==> config.mk <==
export PLATFORM = sky130hd
export DESIGN_NAME = tomasulo_exec_units
export DESIGN_NICKNAME = d
export VERILOG_FILES = /design/src/rtl/tomasulo_pkg.sv /design/src/rtl/tomasulo_fu.sv /design/src/rtl/tomasulo_exec_units.sv
export SDC_FILE = /design/constraint.sdc
export NUM_CORES = 1
export LEC_CHECK = 0
export CAP_MARGIN = 10
export CELL_PAD_IN_SITES_DETAIL_PLACEMENT = 0
export CELL_PAD_IN_SITES_GLOBAL_PLACEMENT = 1
export CORE_MARGIN = 2
export CORE_UTILIZATION = 45
export DETAILED_ROUTE_END_ITERATION = 8
export DONT_BUFFER_PORTS = 1
export HOLD_SLACK_MARGIN = 0.12
export PLACE_DENSITY = 0.83
export SLEW_MARGIN = 25
export SYNTH_ARGS = -nofsm -noshare
export SYNTH_HDL_FRONTEND = slang
export SYNTH_HIERARCHICAL = 1
export SYNTH_SLANG_ARGS = --single-unit
==> constraint.sdc <==
create_clock -name clk -period 3.95 [get_ports clk]
set_clock_uncertainty 0.1 [all_clocks]
set_input_delay 0.395 -clock clk [delete_from_list [all_inputs] [get_ports clk]]
set_output_delay 0.395 -clock clk [all_outputs]
set_load 0.03 [all_outputs]
==> src/rtl/tomasulo_pkg.sv <==
// Shared widths, opcodes and types for the Tomasulo execution back-end.
// The divider is built only when TOMASULO_DIV_EN is defined.
package tomasulo_pkg;

   localparam int unsigned DW = 9;
   localparam int unsigned TW = 21;
   localparam int unsigned RW = 3;

   localparam logic [2:0] SOM = 3'b000;
   localparam logic [2:0] SUB = 3'b001;
   localparam logic [2:0] MUL = 3'b010;
   localparam logic [2:0] DIV = 3'b011;

   localparam logic [DW-1:0] NOT_READY = 9'h1FF;

   typedef enum logic {ADDSUB, MULDIV} fu_kind_e;

   typedef enum logic [1:0] {IDLE, BUSY, DONE} fu_state_e;

   // Operation captured at start; alt selects sub (add/sub unit) or div (mul/div unit)
   typedef struct packed {
      logic [DW-1:0] x;
      logic [DW-1:0] y;
      logic          alt;
      logic [RW-1:0] dest;
      logic [RW-1:0] label;
   } fu_req_t;

   // Only the low opcode bit distinguishes the two operations of a unit
   function automatic logic opAlt(input logic [2:0] op);
      return op[0];
   endfunction

endpackage

==> src/rtl/tomasulo_fu.sv <==
// One functional unit (add/sub or mul/div) with IDLE/BUSY/DONE sequencing.
// Division hardware exists only when TOMASULO_DIV_EN is defined.
module tomasulo_fu
   import tomasulo_pkg::*;
#(
   parameter fu_kind_e    KIND  = ADDSUB,
   parameter int unsigned LAT_A = 2,
   parameter int unsigned LAT_B = 2
) (
   input  logic          clk,
   input  logic          rst_n,
   input  logic          run,
   input  logic [DW-1:0] x,
   input  logic [DW-1:0] y,
   input  logic [2:0]    op,
   input  logic [RW-1:0] destIn,
   input  logic [RW-1:0] labelIn,
   output logic [DW-1:0] result,
   output logic          done,
   output logic [RW-1:0] destOut,
   output logic [RW-1:0] labelOut
);

   localparam int unsigned MAX_LAT = (LAT_A > LAT_B) ? LAT_A : LAT_B;
   localparam int unsigned CW      = $clog2(MAX_LAT + 1);

   fu_state_e     state;
   fu_state_e     stateNext;
   logic [CW-1:0] cnt;
   fu_req_t       req;
   logic          capture;
   logic          complete;
   logic          startAlt;
   logic [DW-1:0] calcResult;

   assign startAlt = opAlt(op);

   // Next-state and control strobes
   always_comb begin
      stateNext = state;
      capture   = 1'b0;
      complete  = 1'b0;
      case (state)
         IDLE: begin
            if (run) begin
               capture   = 1'b1;
               stateNext = BUSY;
            end
         end
         BUSY: begin
            if (cnt == '0) begin
               complete  = 1'b1;
               stateNext = DONE;
            end
         end
         DONE: begin
            if (run) begin
               capture   = 1'b1;
               stateNext = BUSY;
            end else begin
               stateNext = IDLE;
            end
         end
         default: stateNext = IDLE;
      endcase
   end

   // Datapath on captured operands; a zero divisor leaves the result at 0
   always_comb begin
      calcResult = '0;
      if (KIND == ADDSUB) begin
         calcResult = req.alt ? (req.x - req.y) : (req.x + req.y);
      end else if (!req.alt) begin
         calcResult = req.x * req.y;
      end
`ifdef TOMASULO_DIV_EN
      else if (req.y != '0) begin
         calcResult = req.x / req.y;
      end
`endif
   end

   always_ff @(posedge clk or negedge rst_n) begin
      if (!rst_n) begin
         state    <= IDLE;
         cnt      <= '0;
         req      <= '0;
         result   <= '0;
         done     <= 1'b0;
         destOut  <= '0;
         labelOut <= '0;
      end else begin
         state <= stateNext;
         done  <= (stateNext == DONE);
         if (capture) begin
            req <= '{x: x, y: y, alt: startAlt, dest: destIn, label: labelIn};
            cnt <= startAlt ? CW'(LAT_B - 1) : CW'(LAT_A - 1);
         end else if (state == BUSY && cnt != '0) begin
            cnt <= cnt - CW'(1);
         end
         if (complete) begin
            result   <= calcResult;
            destOut  <= req.dest;
            labelOut <= req.label;
         end
      end
   end

endmodule

==> src/rtl/tomasulo_exec_units.sv <==
// Tomasulo execution back-end: free-running issue-time counter plus independent
// add/sub and mul/div units. TOMASULO_DIV_EN enables the divider.
module tomasulo_exec_units
   import tomasulo_pkg::*;
#(
   parameter int unsigned ADD_LAT = 2,
   parameter int unsigned MUL_LAT = 4,
   parameter int unsigned DIV_LAT = 8
) (
   input  logic          clk,
   input  logic          rst_n,
   output logic [TW-1:0] time_o,
   input  logic          as_run,
   input  logic [DW-1:0] as_x,
   input  logic [DW-1:0] as_y,
   input  logic [2:0]    as_op,
   input  logic [RW-1:0] as_dest_in,
   input  logic [RW-1:0] as_label_in,
   output logic [DW-1:0] as_result,
   output logic          as_done,
   output logic [RW-1:0] as_dest_out,
   output logic [RW-1:0] as_label_out,
   input  logic          md_run,
   input  logic [DW-1:0] md_x,
   input  logic [DW-1:0] md_y,
   input  logic [2:0]    md_op,
   input  logic [RW-1:0] md_dest_in,
   input  logic [RW-1:0] md_label_in,
   output logic [DW-1:0] md_result,
   output logic          md_done,
   output logic [RW-1:0] md_dest_out,
   output logic [RW-1:0] md_label_out
);

   if (ADD_LAT < 1 || MUL_LAT < 1 || DIV_LAT < 1) begin : g_bad_lat
      $error("tomasulo_exec_units: latencies must be >= 1");
   end

`ifdef TOMASULO_DIV_EN
   localparam int unsigned MD_ALT_LAT = DIV_LAT;
`else
   // Without a divider a div op completes on the multiply timeline with result 0
   localparam int unsigned MD_ALT_LAT = MUL_LAT;
`endif

   // Issue-time counter, wraps naturally at 2^TW
   always_ff @(posedge clk or negedge rst_n) begin
      if (!rst_n) begin
         time_o <= '0;
      end else begin
         time_o <= time_o + TW'(1);
      end
   end

   tomasulo_fu #(
      .KIND  (ADDSUB),
      .LAT_A (ADD_LAT),
      .LAT_B (ADD_LAT)
   ) u_addsub (
      .clk      (clk),
      .rst_n    (rst_n),
      .run      (as_run),
      .x        (as_x),
      .y        (as_y),
      .op       (as_op),
      .destIn   (as_dest_in),
      .labelIn  (as_label_in),
      .result   (as_result),
      .done     (as_done),
      .destOut  (as_dest_out),
      .labelOut (as_label_out)
   );

   tomasulo_fu #(
      .KIND  (MULDIV),
      .LAT_A (MUL_LAT),
      .LAT_B (MD_ALT_LAT)
   ) u_muldiv (
      .clk      (clk),
      .rst_n    (rst_n),
      .run      (md_run),
      .x        (md_x),
      .y        (md_y),
      .op       (md_op),
      .destIn   (md_dest_in),
      .labelIn  (md_label_in),
      .result   (md_result),
      .done     (md_done),
      .destOut  (md_dest_out),
      .labelOut (md_label_out)
   );

endmodule

==> metrics.txt <==
Post-synth EDFFs 0; layout cells sized above 1 0.1751; n_diodes 0; unrepaired setup endpoints after global routing yes; Netlist Area Pre-Place 0.005984 mm^2; Tcrit/Tclk final 0.9927; TritonCTS clock tree built; Remaining DRCs 0; critical-path cell list nand2_2, fa_1, inv_1, ha_4, ha_4, inv_2, fa_1, inv_1, ha_2, fa_2, a21o_1, a21oi_2, xnor3_1, xnor3_1, o31ai_2; status complete, no violations; area leader, netlist dfrtp_1; GP Congestion 0.8335; Post-DRT Antenna Nets 0; Final Hold Fails 0; Detailed Route Iter0 Violations 137; core area 0.01314 mm^2; most common cell in the netlist dfrtp_1; slew margin rel. 0.3449; Placement Rows 42; Worst-path clk slew 0.07 ns; CP Data Arrival Time 4.07 ns; initial antenna violation count 0; FMAX 255.0 MHz; DRT Wirelength 12.56 mm; Async SR Flop Fraction 1.000; Synth Register Bits 112; IO buf count 0; Vias/cell 5.049; CTS root buf clkbuf_16; Die Y 119.3 um; final instance area 0.007303 mm^2; Skew-Pair Late Insertion Delay 0.35 ns; Max Buffers Root-to-Sink 2; vias in the first global route 4310; Routed WL per cell 15.51 um; Max Cap Violations 0; Area Overhead vs Synth 22.04%; CTS HTree Levels 3; Hold WC Path Type input pin to flip-flop; max incr delay on CP 0.55 ns; Net Count, Synth 661; Die ar. 0.01424 mm^2; via count 4090; top post-synthesis cells by area dfrtp_1 47%, nand2_1 6.5%, fa_1 6.4%; Post-DP Area 0.006289 mm^2; Post-synth top cells 112 x dfrtp_1, 104 x nand2_1, 53 x inv_1; worst-margin pin slew 0.9798 ns; Setup crit start kind flip-flop; clock sinks 112; endpoints failing setup 0; NumNets Final 736; unique cell type count in the Yosys netlist 47; ys flop type dfrtp_1; GRT overflow 0; warnings from Yosys 6; first-pass GRT wire length 20.71 mm; cells after synthesis 554; DIE WIDTH 119.3 um; I/O pins 111; crit path kind flip-flop to flip-flop; Seq/Total Area, Yosys 0.4683; critical path capture point type flip-flop; Num CTS Buffers 9; Initial Util 0.4555; min cycle time layout 3.921 ns; largest net degree at the start of global routing 113; Post-Syn Area per Cell 10.80 um^2; router iterations before antenna repair 4; setup TNS 0 ns; Slew Limit Fails 0; HPWL after DPL 8.724 mm; area share of the leading cell type in the synthesized netlist 0.4683; Worst Path Required 4.10 ns; critical-path maximum fanout 5; Overall Global Routing Usage 0.1848; Crit-path slowest cell fa_1
## stage by stage
step	hold WS, ns	util	setup WS (ns)	cells
after floorplan	-0.0005911	-	0.04477	554
after global placement	0.002002	0.4787	-0.1696	733
after detailed placement	0.002023	0.4787	-0.2269	733
final	0.1757	0.5559	0.02871	810
after CTS	0.1533	0.5538	0.001356	809
after global routing	0.1715	0.5559	-0.09066	810
## final cells by class
cell class              count  area [um^2]
clock inverters             2        38.79
fillers                  1096         5834
repair buffers             82        779.5
clock buffers              14        254.0
flip-flops and latches    112         2811
multi-input cells         371         3000
well taps                 176        220.2
inverters                  53        198.9
## repair_timing
item	4_1_cts	5_1_grt
hold buffers	54	0
endpoints found under the hold margin	166	0
resized for setup	27	5
pin swaps	25	5
buffers inserted	6	1
setup endpoints to repair	1	1
## cell usage in the layout, fill, tap and decap left out, types with 10 or more instances in the layout
master,instances
nand2_1,98
o21ai_0,17
mux2_1,17
dfrtp_1,105
inv_1,49
nor2_1,11
ha_1,25
buf_4,25
dlygate4sd3_1,53
xor2_1,11
fa_1,14
xnor2_1,32
nor3_1,10
mux2_2,28
and2_1,10
## critical path, delay by kind of cell (launching register included)
kind	cells	cell delay, ns
and+or+nand+nor	1	0.08
buffers and inverters	3	0.14
AOI/OAI and AO/OA	3	0.50
DFF	1	0.44
adders and majority gates	6	2.13
xor gates and xnor gates	2	0.42
## state kept, by name (all words and copies together), names as in the netlist
signal and cells:
time_o 21, u_muldiv/state 2, u_addsub/result 9, u_addsub/cnt 2, u_muldiv/done 1, u_muldiv/req 25, u_muldiv/result 9, u_muldiv/labelOut 3
u_addsub/state 2, u_addsub/req 25, u_muldiv/destOut 3, u_addsub/destOut 3, u_addsub/labelOut 3, u_muldiv/cnt 3, u_addsub/done 1
## metal layers
layer / up-vias / routed length, um / global-route usage
li1: 1961 / - / -
met4: 0 / 174 / 0.05515
met3: 16 / 721 / 0.05987
met5: - / 0 / 0
met2: 91 / 6702 / 0.3333
met1: 2022 / 4965 / 0.2080
## path summary, 6_finish.rpt
| path | startpoint | endpoint | slack [ns] | depth (start not counted) |
|---|---|---|---|---|
| min in group asynchronous | rst_n | u_muldiv/cnt[2] | 0.53 | 2 |
| worst max register to register | u_muldiv/req[7] | u_muldiv/result[8] | 0.03 | 15 |
| max in group asynchronous | rst_n | u_muldiv/req[21] | 2.70 | 2 |
| worst max-delay path | u_muldiv/req[7] | u_muldiv/result[8] | 0.03 | 15 |
| worst min-delay path | md_run | u_muldiv/cnt[1] | 0.18 | 2 |
| worst min register to register | u_muldiv/req[1] | u_muldiv/labelOut[1] | 0.37 | 2 |
## cells by family (layout without fill, tap and decap cells)
group                    after synthesis  in the layout  synth area share
AND/OR/NAND/NOR                      173            173            0.1336
flip-flops                           112            112            0.4683
multiplexers                          47             47           0.08802
AO/OA/AOI/OAI                         54             54           0.05854
buffers and inverters                 71            151           0.04683
adder cells (fa/ha/maj)               49             49            0.1263
XOR/XNOR                              48             48           0.07840
Power is not shown: default switching activity piles up to over one toggle a cycle in this logic, so the estimate is an artifact.
